--- config.mk ---
export PLATFORM = sky130hd
export DESIGN_NAME = alu_iter_flat
export DESIGN_NICKNAME = d
export VERILOG_FILES = /design/src/rtl/alu_iter_pkg.sv /design/src/rtl/alu_iter_if.sv /design/src/rtl/alu_iter_muldiv.sv /design/src/rtl/alu_iter.sv /design/src/flat_wrapper.sv
export SDC_FILE = /design/constraint.sdc
export NUM_CORES = 1
export LEC_CHECK = 0
export BUFFER_PORTS_ARGS = -buffer_cell sky130_fd_sc_hd__buf_4
export CAP_MARGIN = 20
export CORE_MARGIN = 2
export CORE_UTILIZATION = 45
export CTS_BUF_LIST = sky130_fd_sc_hd__clkbuf_4 sky130_fd_sc_hd__clkbuf_8
export CTS_CLUSTER_SIZE = 8
export DETAILED_ROUTE_END_ITERATION = 12
export PLACE_DENSITY = 0.66
export SLEW_MARGIN = 20
export SYNTH_ARGS = -nofsm -noshare
export SYNTH_HDL_FRONTEND = slang
export SYNTH_SLANG_ARGS = --single-unit
--- constraint.sdc ---
create_clock -name clk -period 2.2 [get_ports clk]
set_input_delay 0.33 -clock clk [delete_from_list [all_inputs] [get_ports clk]]
set_output_delay 0.33 -clock clk [all_outputs]
set_load 0.02 [all_outputs]
--- src/rtl/alu_iter_pkg.sv ---
// Shared types and constants for the iterative ALU: opcodes, flag positions, FSM states.
package alu_pkg;

  typedef enum logic [3:0] {
    OP_ADD = 4'b0000,
    OP_SUB = 4'b0001,
    OP_AND = 4'b0010,
    OP_OR  = 4'b0011,
    OP_XOR = 4'b0100,
    OP_SHL = 4'b0101,
    OP_SHR = 4'b0110,
    OP_SRA = 4'b0111,
    OP_MUL = 4'b1000,
    OP_DIV = 4'b1001,
    OP_MOD = 4'b1010
  } alu_op_t;

  localparam int FLAG_N = 3;
  localparam int FLAG_Z = 2;
  localparam int FLAG_C = 1;
  localparam int FLAG_V = 0;

  typedef enum logic {
    IDLE = 1'b0,
    RUN  = 1'b1
  } alu_state_t;

  function automatic logic is_iter_op(input logic [3:0] op);
    return (op == OP_MUL) || (op == OP_DIV) || (op == OP_MOD);
  endfunction

endpackage

--- src/rtl/alu_iter_if.sv ---
// Issue/result bundle between the register-read stage, the ALU and write-back.
interface alu_iter_if #(parameter int N = 4);
  logic         valid_i;
  logic         ready_o;
  logic [N-1:0] a_i;
  logic [N-1:0] b_i;
  logic [3:0]   opcode_i;
  logic         valid_o;
  logic [N-1:0] result_o;
  logic [3:0]   ALUFlags;

  modport master (
    output valid_i, a_i, b_i, opcode_i,
    input  ready_o, valid_o, result_o, ALUFlags
  );

  modport slave (
    input  valid_i, a_i, b_i, opcode_i,
    output ready_o, valid_o, result_o, ALUFlags
  );
endinterface

--- src/rtl/alu_iter_muldiv.sv ---
// N-step shift-add multiplier and restoring divider sharing one {hi,lo} register pair.
// Outputs present the value after the current step so the top can register it on the final edge.
module alu_muldiv_iter
  import alu_pkg::*;
#(
  parameter int N = 4
) (
  input  logic           clk,
  input  logic           rst,
  input  logic           start_i,
  input  logic           run_i,
  input  logic           mul_i,
  input  logic [N-1:0]   a_i,
  input  logic [N-1:0]   b_i,
  output logic           done_o,
  output logic [2*N-1:0] prod_o,
  output logic [N-1:0]   quot_o,
  output logic [N-1:0]   rem_o,
  output logic           dbz_o
);

  localparam int CW = $clog2(N);

  logic [N-1:0]  hi_q, hi_d;
  logic [N-1:0]  lo_q, lo_d;
  logic [N-1:0]  opnd_q;
  logic          mul_q;
  logic          dbz_q;
  logic [CW-1:0] cnt_q;

  logic [N:0]    sum;
  logic [N:0]    r_sh;
  logic [N+1:0]  diff;

  // Multiply: {hi,lo} starts as {0,b}; add a into hi when lo[0] is set, then shift right.
  // Divide: {hi,lo} starts as {0,a}; shift left into hi, subtract b when it fits.
  // NOTE: every signal written in always_comb gets a default first, otherwise a latch is inferred.
  always_comb begin
    hi_d = hi_q;
    lo_d = lo_q;
    sum  = {1'b0, hi_q} + (lo_q[0] ? {1'b0, opnd_q} : '0);
    r_sh = {hi_q, lo_q[N-1]};
    diff = {1'b0, r_sh} - {2'b00, opnd_q};
    if (mul_q) begin
      hi_d = sum[N:1];
      lo_d = {sum[0], lo_q[N-1:1]};
    end else if (!diff[N+1]) begin
      hi_d = diff[N-1:0];
      lo_d = {lo_q[N-2:0], 1'b1};
    end else begin
      hi_d = r_sh[N-1:0];
      lo_d = {lo_q[N-2:0], 1'b0};
    end
  end

  // NOTE: sequential state uses non-blocking assignments so every register samples pre-edge values.
  always_ff @(posedge clk or posedge rst) begin
    if (rst) begin
      hi_q   <= '0;
      lo_q   <= '0;
      opnd_q <= '0;
      mul_q  <= 1'b0;
      dbz_q  <= 1'b0;
      cnt_q  <= '0;
    end else if (start_i) begin
      hi_q   <= '0;
      lo_q   <= mul_i ? b_i : a_i;
      opnd_q <= mul_i ? a_i : b_i;
      mul_q  <= mul_i;
      dbz_q  <= !mul_i && (b_i == '0);
      cnt_q  <= CW'(N - 1);
    end else if (run_i) begin
      hi_q <= hi_d;
      lo_q <= lo_d;
      if (cnt_q != '0) cnt_q <= cnt_q - CW'(1);
    end
  end

  // A zero divisor needs no special path: the quotient fills with ones and a shifts into the remainder.
  assign done_o = run_i && (cnt_q == '0);
  assign prod_o = {hi_d, lo_d};
  assign quot_o = lo_d;
  assign rem_o  = hi_d;
  assign dbz_o  = dbz_q;

endmodule

--- src/rtl/alu_iter.sv ---
// Handshaked N-bit ALU: single-cycle arithmetic/logic/shift, iterative MUL/DIV/MOD,
// registered result and NZCV flags with a one-cycle valid_o pulse.
module alu_iter
  import alu_pkg::*;
#(
  parameter int N = 4
) (
  input  logic       clk,
  input  logic       rst,
  alu_iter_if.slave  bus
);

  alu_state_t     state_q, state_d;
  logic [N-1:0]   res_q;
  logic [3:0]     flags_q;
  logic           valid_q;
  logic [3:0]     op_q;

  logic           ready;
  logic           accept;
  logic           iter_op;
  logic           start;
  logic           md_done;
  logic [2*N-1:0] md_prod;
  logic [N-1:0]   md_quot;
  logic [N-1:0]   md_rem;
  logic           md_dbz;

  logic [N-1:0]   sc_res;
  logic           sc_c, sc_v;
  logic [N-1:0]   it_res;
  logic           it_c, it_v;
  logic [N:0]     add_w, sub_w;
  logic           big_sh;

  // State register
  always_ff @(posedge clk or posedge rst) begin
    if (rst) state_q <= IDLE;
    else     state_q <= state_d;
  end

  // Next-state logic
  always_comb begin
    state_d = state_q;
    case (state_q)
      IDLE:    if (start)   state_d = RUN;
      RUN:     if (md_done) state_d = IDLE;
      default: state_d = IDLE;
    endcase
  end

  // FSM outputs
  always_comb begin
    ready   = (state_q == IDLE);
    iter_op = is_iter_op(bus.opcode_i);
    accept  = bus.valid_i && ready;
    start   = accept && iter_op;
  end

  alu_muldiv_iter #(.N(N)) u_muldiv (
    .clk     (clk),
    .rst     (rst),
    .start_i (start),
    .run_i   (state_q == RUN),
    .mul_i   (bus.opcode_i == OP_MUL),
    .a_i     (bus.a_i),
    .b_i     (bus.b_i),
    .done_o  (md_done),
    .prod_o  (md_prod),
    .quot_o  (md_quot),
    .rem_o   (md_rem),
    .dbz_o   (md_dbz)
  );

  always_comb begin
    add_w  = {1'b0, bus.a_i} + {1'b0, bus.b_i};
    sub_w  = {1'b0, bus.a_i} - {1'b0, bus.b_i};
    big_sh = 32'(bus.b_i) >= N;
    sc_res = '0;
    sc_c   = 1'b0;
    sc_v   = 1'b0;
    case (bus.opcode_i)
      OP_ADD: begin
        sc_res = add_w[N-1:0];
        sc_c   = add_w[N];
        sc_v   = (bus.a_i[N-1] == bus.b_i[N-1]) && (add_w[N-1] != bus.a_i[N-1]);
      end
      OP_SUB: begin
        sc_res = sub_w[N-1:0];
        sc_c   = !sub_w[N];
        sc_v   = (bus.a_i[N-1] != bus.b_i[N-1]) && (sub_w[N-1] != bus.a_i[N-1]);
      end
      OP_AND: sc_res = bus.a_i & bus.b_i;
      OP_OR:  sc_res = bus.a_i | bus.b_i;
      OP_XOR: sc_res = bus.a_i ^ bus.b_i;
      OP_SHL: sc_res = big_sh ? '0 : bus.a_i << bus.b_i;
      OP_SHR: sc_res = big_sh ? '0 : bus.a_i >> bus.b_i;
      OP_SRA: sc_res = big_sh ? {N{bus.a_i[N-1]}} : N'($signed(bus.a_i) >>> bus.b_i);
      default: sc_res = '0;
    endcase
  end

  always_comb begin
    it_res = md_prod[N-1:0];
    it_c   = 1'b0;
    it_v   = md_dbz;
    case (op_q)
      OP_MUL: begin
        it_c = |md_prod[2*N-1:N];
        it_v = 1'b0;
      end
      OP_DIV:  it_res = md_quot;
      default: it_res = md_rem;
    endcase
  end

  always_ff @(posedge clk or posedge rst) begin
    if (rst) begin
      res_q   <= '0;
      flags_q <= '0;
      valid_q <= 1'b0;
      op_q    <= '0;
    end else begin
      valid_q <= 1'b0;
      if (start) op_q <= bus.opcode_i;
      if (md_done) begin
        res_q           <= it_res;
        flags_q[FLAG_N] <= it_res[N-1];
        flags_q[FLAG_Z] <= (it_res == '0);
        flags_q[FLAG_C] <= it_c;
        flags_q[FLAG_V] <= it_v;
        valid_q         <= 1'b1;
      end else if (accept && !iter_op) begin
        res_q           <= sc_res;
        flags_q[FLAG_N] <= sc_res[N-1];
        flags_q[FLAG_Z] <= (sc_res == '0);
        flags_q[FLAG_C] <= sc_c;
        flags_q[FLAG_V] <= sc_v;
        valid_q         <= 1'b1;
      end
    end
  end

  assign bus.ready_o  = ready;
  assign bus.valid_o  = valid_q;
  assign bus.result_o = res_q;
  assign bus.ALUFlags = flags_q;

endmodule
--- src/flat_wrapper.sv ---
// flat-port wrapper written by rule: the top's interface ports become plain ports
module alu_iter_flat import alu_pkg::*;
#(
  parameter int N = 4
)
  (clk, rst, bus_valid_i, bus_a_i, bus_b_i, bus_opcode_i, bus_ready_o, bus_valid_o, bus_result_o, bus_ALUFlags);
  alu_iter_if #(.N(N)) bus_i ();
  input  logic clk;
  input  logic rst;
  input wire logic [$bits(bus_i.valid_i)-1:0] bus_valid_i;
  input wire logic [$bits(bus_i.a_i)-1:0] bus_a_i;
  input wire logic [$bits(bus_i.b_i)-1:0] bus_b_i;
  input wire logic [$bits(bus_i.opcode_i)-1:0] bus_opcode_i;
  output wire logic [$bits(bus_i.ready_o)-1:0] bus_ready_o;
  output wire logic [$bits(bus_i.valid_o)-1:0] bus_valid_o;
  output wire logic [$bits(bus_i.result_o)-1:0] bus_result_o;
  output wire logic [$bits(bus_i.ALUFlags)-1:0] bus_ALUFlags;
  assign bus_i.valid_i = bus_valid_i;
  assign bus_i.a_i = bus_a_i;
  assign bus_i.b_i = bus_b_i;
  assign bus_i.opcode_i = bus_opcode_i;
  assign bus_ready_o = bus_i.ready_o;
  assign bus_valid_o = bus_i.valid_o;
  assign bus_result_o = bus_i.result_o;
  assign bus_ALUFlags = bus_i.ALUFlags;
  alu_iter #(.N(N)) u_core (.clk(clk), .rst(rst), .bus(bus_i));
endmodule
==> results of run 1 <==
[power by group]
part	switching (mW)	leakage, nW	total [mW]	internal [mW]
combinational	1.66	1.31	3.22	1.56
sequential	0.177	0.359	0.924	0.747
clock	0.228	0.0574	0.596	0.368
[layout by cell type, fill, tap and decap left out, types with 7 or more instances in the layout]
cell type  synthesis  final
a21o_1             7      7
dfrtp_1           29     29
inv_1             30     27
mux2i_1           18     18
buf_4              1     84
nor2_1            18     18
ha_1              21     17
nand3_1           11     11
o21ai_0           26     21
nand2_1           34     33
nor2b_1            9      8
nor3_1            10      9
a21oi_1           20     18
[cells by family (layout without fill, tap and decap cells)]
logic type / count (synthesis) / after routing / synth area share
adder cells (fa/ha/maj): 25 / 25 / 0.124
multiplexers: 22 / 22 / 0.0812
flip-flops: 29 / 29 / 0.262
buffers and inverters: 50 / 126 / 0.0758
AO/OA/AOI/OAI: 101 / 101 / 0.245
AND/OR/NAND/NOR: 107 / 107 / 0.197
XOR/XNOR: 5 / 5 / 0.0158
[layer usage]
metal,track usage,wire length (µm),up-vias
li1,-,-,1369
met1,0.326,3590,1354
met2,0.435,4080,103
met3,0.0500,458,27
met4,0.108,282,0
met5,0,0,-
[worst reg2reg max path, delay by kind of cell, from the launching register on]
family / cells / cell delay, ns
AOI/OAI and AO/OA: 5 / 1.11
and+or+nand+nor: 2 / 0.48
DFF: 1 / 0.39
adders and majority gates: 1 / 0.21
buffers and inverters: 1 / 0.09
[state kept, by name, indices dropped and copies added (netlist names)]
name                    flops
u_core.state_q              1
u_core.u_muldiv.lo_q        4
u_core.bus.result_o         3
u_core.u_muldiv.hi_q        4
u_core.u_muldiv.cnt_q       2
u_core.u_muldiv.opnd_q      4
u_core.bus.valid_o          1
u_core.op_q                 4
u_core.u_muldiv.mul_q       1
u_core.bus.ALUFlags         4
u_core.u_muldiv.dbz_o       1
[worst paths after layout]
| check | cells after the start | slack [ns] | to | start |
|---|---|---|---|---|
| min reg2reg | 2 | 0.49 | u_core.u_muldiv.dbz_o$_DFFE_PP0P_ | u_core.u_muldiv.dbz_o$_DFFE_PP0P_ |
| max | 9 | -0.19 | u_core.bus.ALUFlags[2]$_DFFE_PP0P_ | u_core.u_muldiv.opnd_q[1]$_DFFE_PP0P_ |
| min | 3 | 0.11 | u_core.state_q$_DFF_PP0_ | rst |
| max in group asynchronous | 3 | 1.80 | u_core.bus.ALUFlags[1]$_DFFE_PP0P_ | rst |
| max reg2reg | 9 | -0.19 | u_core.bus.ALUFlags[2]$_DFFE_PP0P_ | u_core.u_muldiv.opnd_q[1]$_DFFE_PP0P_ |
| min in group clk | 2 | 0.44 | u_core.op_q[1]$_DFFE_PP0P_ | bus_opcode_i[1] |
[through the flow]
| stage | cells | hold slack, ns |
|---|---|---|
| 2_1_floorplan | 339 | 0.408 |
| 3_3_place_gp | 478 | 0.430 |
| 3_5_place_dp | 478 | 0.438 |
| 4_1_cts | 487 | 0.123 |
| 5_1_grt | 490 | 0.171 |
| 6_report | 490 | 0.113 |
[timing repair]
action / 4_1_cts / 5_1_grt
gates resized for setup: 23 / 17
pin swaps: 10 / 8
setup buffers: 1 / 3
setup endpoints to repair: 8 / 9
hold buffers: 0 / 0
[layout make-up]
type	count	area share
well taps	75	0.0249
repair buffers	87	0.179
clock buffers	6	0.0219
inverters	31	0.0315
multi-input cells	260	0.541
flip-flops and latches	29	0.192
clock inverters	2	0.00996
==> flow_summary.toml, run 1 <==
[status]
status = "finished with violations"
violations = "negative setup slack"

[logic_synthesis]
syn_inst = 339
synth_area_leaders = "dfrtp_1 26%, ha_1 9.5%, mux2i_1 6.5%"
synth_ff_type = "dfrtp_1"
ys_seq_elements = 29
synth_fp_nets = 379
yosysUniqueCellTypes = 60
synth-async-reset-ratio = 1.00
synth_common_cells = "34 x nand2_1, 30 x inv_1, 29 x dfrtp_1"
synth_top_cell_by_area = "dfrtp_1"
yosysSeqAreaShare = 0.262
synth_area_per_cell_um2 = 8.18
syn-cell-area_um2 = 2770
synth.most_common_cell = "nand2_1"
synth_edf_count = 0
yosysWarnings = 0
synth_top_area_share = 0.262

[finish]
final_nets = 454
fin_util = 0.637
final_layout_size_suffix_gt1_frac = 0.333
multi_input_area_um2 = 2040
seq_area_um2 = 726
fin_area_um2 = 3770
antennaDiodeCount = 0
fillers = 521
area_growth_syn_to_layout_pct = 36.0

[drt]
routed_wl_um = 8410
drtIter0Drc = 192
dr.pass1.iters = 5
wl_per_cell_um = 17.2
drc_errors = 0
drtAntennaViolNets = 0
vias = 2853
drt-vias-per-instance = 5.82

[floorplan]
coreArea_um2 = 5920
die_h_um = 82.5
initial_core_util = 0.468
rows = 28
ios = 25
die_w_um = 82.5
dieArea_um2 = 6810

[critical_path]
path_buf_inv = 1
worstPathArrival_ns = 2.56
worstPathCellList = "inv_2 > ha_4 > nor2b_4 > or3_4 > a2111oi_4 > o22a_2 > o31a_1 > a21oi_2 > a221o_1"
critPathCaptureType = "flip-flop"
slowest_stage = "dfrtp_1"
required_ns = 2.37
cp_max_fo = 3
cp_top_family = "compound AO/OA/AOI/OAI gates"
start_kind = "flip-flop"
slowest_delay_ns = 0.39
path_class = "flip-flop to flip-flop"

[placement]
hpwl_um = 6090
gp_congestion = 0.855
port_buffers = 24
pre_cts_slack_ns = -0.171
placed_cell_area_um2 = 3440

[global_route]
grt_overflow_total = 0
grt_pass1_wl_um = 13300
grt_pass1_vias = 2707
antenna_found_initial = 0
grt_max_degree = 30
grtUsageTotal = 0.259

[sta]
min_period_ns = 2.39
finalSetupTns_ns = -0.685
fin_ws_ns = -0.190
setup_viol = 5
fmax_ghz = 0.418
hold_violations = 0
slew_violations = 0
rsz0062_at_grt = "yes"
period_share = 1.09
slew_headroom = 0.564
finClkSkew_ns = 0.00864
tightest_slew_ns = 0.654

[power_and_ir_drop]
p_total_mw = 4.74
p_leak_nw = 1.72
max-vdd-ir-drop_mv = 0.939
power_density_nw_per_um2 = 1260

[worst_hold_path]
holdCritPathClass = "input pin to asynchronous set/reset pin"

[cts]
cts-root-buf = "clkbuf_8"
cts_tree = "done"
path_clk_slew_ns = 0.07
clock_path_buffers = 2
cts_max_level = 2
clkLatencyLatePin_ns = 0.29
numCtsBuffers = 5
clock_sinks = 29

[job]
drv_cap = 0
No activity file was read; power rests on OpenSTA's default activity.
==> inputs of run 2 (changes only) <==
--- a/config.mk
+++ b/config.mk
@@ -6,7 +6,7 @@
 export NUM_CORES = 1
 export LEC_CHECK = 0
 export BUFFER_PORTS_ARGS = -buffer_cell sky130_fd_sc_hd__buf_4
-export CAP_MARGIN = 20
+export CAP_MARGIN = 25
 export CORE_MARGIN = 2
 export CORE_UTILIZATION = 45
 export CTS_BUF_LIST = sky130_fd_sc_hd__clkbuf_4 sky130_fd_sc_hd__clkbuf_8
==> constraint.sdc (replaced) <==
create_clock -name clk -period 2.2 [get_ports clk]
set_input_delay 0.22 -clock clk [delete_from_list [all_inputs] [get_ports clk]]
set_output_delay 0.22 -clock clk [all_outputs]
set_load 0.02 [all_outputs]
==> run 2 against run 1 <==
Net effect:
- sequential share of layout area rose by 0.30 points
- final cell count down 0.20%
- via count decreased by 1.5%
- clock skew is 0.00090 ns lower
- flip-flop and latch count unchanged
- count of clock-buffer cells in the layout stayed put
- worst hold slack worse by 0.11 ns
- the flow still finishes with violations (negative setup slack)
==> flow_summary.toml, run 2 (synthesized netlist as in run 1, its figures left out) <==
[sta]
fin_ws_ns = -0.108
finClkSkew_ns = 0.00775
fmax_ghz = 0.433
holdWs_ns = 0.00445
slew_violations = 0
min_period_ns = 2.31
period_share = 1.05
rsz0062_at_grt = "yes"
tightest_slew_ns = 0.625
hold_violations = 0
slew_headroom = 0.584
setup_viol = 3

[status]
status = "finished with violations"
violations = "negative setup slack"

[critical_path]
slowest_delay_ns = 0.40
path_class = "flip-flop to flip-flop"
reg2reg_depth = 11
slowest_stage = "dfrtp_1"
critPathCaptureType = "flip-flop"
crit_path_frequent_cell = "a21oi_2"
required_ns = 2.36
start_kind = "flip-flop"
r2r_setup_slack_ns = -0.11
cp_max_fo = 2
worstPathArrival_ns = 2.47
worstPathCellList = "buf_4 > nand2_2 > inv_1 > ha_1 > a21o_1 > a21oi_2 > xnor2_2 > a211oi_2 > a21oi_2 > nor2_2 > a221o_1"

[global_route]
grt_pass1_vias = 2692
grt_max_degree = 30
grt_busiest_layer = "met2"
grtUsageTotal = 0.254
grt_pass1_wl_um = 13100
grt_overflow_total = 0
met1_usage = 0.342
gr-usage-met2 = 0.402
antenna_found_initial = 0
use_met3 = 0.0424

[power_and_ir_drop]
max-vdd-ir-drop_mv = 0.927
power_frac_seq = 0.203
netSwitchingPower_mw = 1.98
p_clk_frac = 0.128
p_int_mw = 2.64
swShare = 0.429
p_leak_nw = 1.71
p_total_mw = 4.62
power_density_nw_per_um2 = 1240
p_comb_frac = 0.670

[worst_hold_path]
holdCritPathClass = "input pin to asynchronous set/reset pin"

[job]
drv_cap = 0

[placement]
gp_congestion = 0.901
port_buffers = 24
dp_cells = 477
hpwl_um = 5900
pre_cts_slack_ns = -0.153

[drt]
wl_per_cell_um = 16.7
vias = 2811
dr.pass1.iters = 5
drc_errors = 0
drtIter0Drc = 167
drtAntennaViolNets = 0
routed_wl_um = 8170
drt-vias-per-instance = 5.75

[finish]
layout_commonest_cell = "buf_4"
finalNonFillerCells = 489
final_nets = 453
fillers = 511
area_growth_syn_to_layout_pct = 33.9
final_layout_size_suffix_gt1_frac = 0.336
layout_common_cells = "85 x buf_4, 33 x nand2_1, 29 x dfrtp_1"
antennaDiodeCount = 0

[cts]
clkLatencyLatePin_ns = 0.29
clock_path_buffers = 2
numCtsBuffers = 5
cts-root-buf = "clkbuf_8"
clock_sinks = 29
cts_max_level = 2
path_clk_slew_ns = 0.07
cts_tree = "done"

[floorplan]
rows = 28
coreArea_um2 = 5920
die_h_um = 82.5
dieArea_um2 = 6810
initial_core_util = 0.468
die_w_um = 82.5
ios = 25
-- run 2: cell count changes in the layout (fill, tap and decap cells not counted), sizes merged --
cell	change
buf	-1
-- run 2: timing repair --
action / CTS / global route
hold buffers: 0 / 0
setup buffers: 3 / 2
setup endpoints to repair: 5 / 9
resized for setup: 22 / 18
pin swaps: 4 / 7
-- run 2: path summary, 6_finish.rpt --
check,startpoint,endpoint
min reg2reg,u_core.u_muldiv.dbz_o$_DFFE_PP0P_,u_core.u_muldiv.dbz_o$_DFFE_PP0P_
max reg2reg,u_core.u_muldiv.opnd_q[1]$_DFFE_PP0P_,u_core.bus.ALUFlags[2]$_DFFE_PP0P_
min,rst,u_core.u_muldiv.cnt_q[0]$_DFFE_PP0P_
max in group asynchronous,rst,u_core.bus.result_o[0]$_DFFE_PP0P_
min in group clk,bus_a_i[0],u_core.u_muldiv.opnd_q[0]$_DFFE_PP0P_
max,u_core.u_muldiv.opnd_q[1]$_DFFE_PP0P_,u_core.bus.ALUFlags[2]$_DFFE_PP0P_
-- run 2: final cells by class --
type                       count  area (µm²)  area share
sequential                    29         726       0.195
inverter                      31         116      0.0313
clock inverter                 2        37.5      0.0101
tap                           75        93.8      0.0253
timing repair buffer          86         649       0.175
clock buffer                   6        82.6      0.0222
multi-input combinational    260        2010       0.541
-- run 2: stage by stage --
| step | setup TNS (ns) | utilization | area, µm² |
|---|---|---|---|
| floorplan | -0.0345 | - | 2780 |
| global placement | -0.160 | 0.573 | 3390 |
| detailed placement | -0.292 | 0.573 | 3390 |
| CTS | -0.194 | 0.612 | 3630 |
| global route | -0.673 | 0.627 | 3710 |
| finish | -0.187 | 0.627 | 3710 |
-- run 2: layer usage --
| metal | share of wire | vias to the layer above |
|---|---|---|
| li1 | - | 1366 |
| met1 | 0.46 | 1322 |
| met2 | 0.45 | 95 |
| met3 | 0.054 | 28 |
| met4 | 0.033 | 0 |
| met5 | 0 | - |
-- run 2: worst max-delay path: cells and delay by family (launching register included) --
kind / cells / cell delay (ns)
compound gates: 5 / 1.03
flops: 1 / 0.40
fa+ha+maj: 1 / 0.27
buf+inv: 2 / 0.19
xor+xnor: 1 / 0.17
simple gates: 2 / 0.13
-- run 2: power by group through the flow --
stage	registers (mW)	clock network (mW)	logic (mW)
2_1_floorplan	0.958	0	1.45
3_3_place_gp	0.921	0	2.45
3_5_place_dp	0.932	0	2.48
4_1_cts	0.926	0.599	2.79
5_1_grt	0.968	0.624	3.39
6_report	0.935	0.589	3.09
==> inputs of run 3 (changes only) <==
--- a/config.mk
+++ b/config.mk
@@ -17,3 +17,4 @@
 export SYNTH_ARGS = -nofsm -noshare
 export SYNTH_HDL_FRONTEND = slang
 export SYNTH_SLANG_ARGS = --single-unit
+export TNS_END_PERCENT = 1
==> run 3 against run 2 <==
Net effect:
- the run still ends with negative setup slack left
- maximum frequency shrank 0.28%
- wire length shrank 4.9%
- die area is the same
- combinational power shrank 9.4%
- critical path depth shrank 3
- clock skew grew 0.0037 ns
- register-to-register slack is essentially flat
- count of clock-buffer cells in the layout is the same
- critical path type unchanged
- highest routed layer unchanged
==> flow_summary.toml, run 3 (synthesized netlist as in run 1, its figures left out) <==
[floorplan]
rows = 28
ios = 25
die_h_um = 82.5
coreArea_um2 = 5920
dieArea_um2 = 6810
initial_core_util = 0.468
die_w_um = 82.5

[critical_path]
r2r_setup_slack_ns = -0.11
worstReg2RegStart = "u_core.u_muldiv.hi_q[0]$_DFFE_PP0P_"
required_ns = 2.42
worstPathCellList = "ha_1 > nor2b_1 > or3_4 > a211oi_1 > o41ai_2 > o31a_1 > a21oi_1 > a221o_1"
cp_max_fo = 3
path_class = "flip-flop to flip-flop"
slowest_stage = "dfrtp_1"
cp-startpoint = "u_core.u_muldiv.hi_q[0]$_DFFE_PP0P_"
critPathCaptureType = "flip-flop"
worstPathArrival_ns = 2.53
start_kind = "flip-flop"
slowest_delay_ns = 0.40

[power_and_ir_drop]
p_int_mw = 2.49
p_total_mw = 4.32
p_comb_frac = 0.649
power_density_nw_per_um2 = 1200
max-vdd-ir-drop_mv = 0.801
swShare = 0.423
netSwitchingPower_mw = 1.82
power_frac_seq = 0.215
p_leak_nw = 1.68
p_clk_frac = 0.136

[finish]
area_growth_syn_to_layout_pct = 30.1
final_layout_size_suffix_gt1_frac = 0.296
layout_commonest_cell = "buf_4"
final_nets = 451
fillers = 533
antennaDiodeCount = 0
layout_common_cells = "84 x buf_4, 33 x nand2_1, 29 x dfrtp_1"

[global_route]
antenna_found_initial = 0
grt_pass1_wl_um = 12700
gr-usage-met2 = 0.400
grt_max_degree = 30
grt_busiest_layer = "met2"
grt_pass1_vias = 2633
met1_usage = 0.337
grt_overflow_total = 0
grtUsageTotal = 0.246
use_met3 = 0.0293

[cts]
cts-root-buf = "clkbuf_8"
clkLatencyLatePin_ns = 0.29
path_clk_slew_ns = 0.07
cts_tree = "done"
clock_path_buffers = 2
numCtsBuffers = 5
clock_sinks = 29
cts_max_level = 2

[sta]
setup_viol = 5
holdWs_ns = 0.00182
hold_violations = 0
fin_ws_ns = -0.115
min_period_ns = 2.31
fmax_ghz = 0.432
finClkSkew_ns = 0.0115
slew_headroom = 0.602
tightest_slew_ns = 0.597
rsz0062_at_grt = "yes"
period_share = 1.05
slew_violations = 0

[drt]
wl_per_cell_um = 15.9
routed_wl_um = 7760
drt-vias-per-instance = 5.63
vias = 2744
drtIter0Drc = 219
dr.pass1.iters = 4
drtAntennaViolNets = 0
drc_errors = 0

[placement]
port_buffers = 24
gp_congestion = 0.901
pre_cts_slack_ns = -0.153
hpwl_um = 5900

[status]
status = "finished with violations"
violations = "negative setup slack"

[worst_hold_path]
holdCritPathClass = "input pin to asynchronous set/reset pin"

[job]
drv_cap = 0
==> run 3: per-layer routing <==
metal,vias up,share of wire
met3,19,0.038
met4,0,0.021
li1,1366,-
met1,1286,0.48
met2,73,0.46
met5,-,0
==> run 3: timing repair <==
action                                  in CTS  in global routing
resized for setup                           11                  8
pin swaps                                    5                  3
hold buffers                                 0                  0
endpoints found under the setup margin       5                  9
buffers inserted                             1                  1
==> run 3: area by class of cell <==
type,instances,area (µm²),area share
inverters,31,116,0.0323
flip-flops and latches,29,726,0.201
repair buffers,84,631,0.175
multi-input cells,260,1920,0.532
clock inverters,2,37.5,0.0104
well taps,75,93.8,0.0260
clock buffers,6,82.6,0.0229
==> run 3: path summary, 6_finish.rpt <==
| check | endpoint | depth (start not counted) |
|---|---|---|
| hold reg to reg | u_core.u_muldiv.dbz_o$_DFFE_PP0P_ | 2 |
| hold / removal | u_core.u_muldiv.opnd_q[1]$_DFFE_PP0P_ | 3 |
| setup / recovery | u_core.bus.ALUFlags[2]$_DFFE_PP0P_ | 8 |
| min in group clk | u_core.u_muldiv.opnd_q[0]$_DFFE_PP0P_ | 3 |
| max in group asynchronous | u_core.bus.result_o[0]$_DFFE_PP0P_ | 3 |
| setup reg to reg | u_core.bus.ALUFlags[2]$_DFFE_PP0P_ | 8 |
==> run 3: per-stage QoR <==
stage / utilization / std cells / area, µm² / setup TNS, ns
floorplan: - / 339 / 2780 / -0.0345
global placement: 0.573 / 477 / 3390 / -0.160
finish: 0.609 / 487 / 3610 / -0.220
detailed placement: 0.573 / 477 / 3390 / -0.292
global route: 0.609 / 487 / 3610 / -1.00
CTS: 0.603 / 486 / 3570 / -0.263
==> run 3: worst max-delay path: cells and delay by family (launching register included) <==
kind                     cells  cell delay [ns]
AO/OA/AOI/OAI                5             1.04
AND/OR/NAND/NOR              2             0.51
flip-flops                   1             0.40
adder cells (fa/ha/maj)      1             0.29
==> run 3: power by group through the flow <==
stage	logic, mW	clock network, mW	registers [mW]
after floorplan	1.45	0	0.958
after global placement	2.45	0	0.921
after detailed placement	2.48	0	0.932
after CTS	2.67	0.599	0.926
after global routing	3.09	0.624	0.964
final	2.80	0.589	0.927
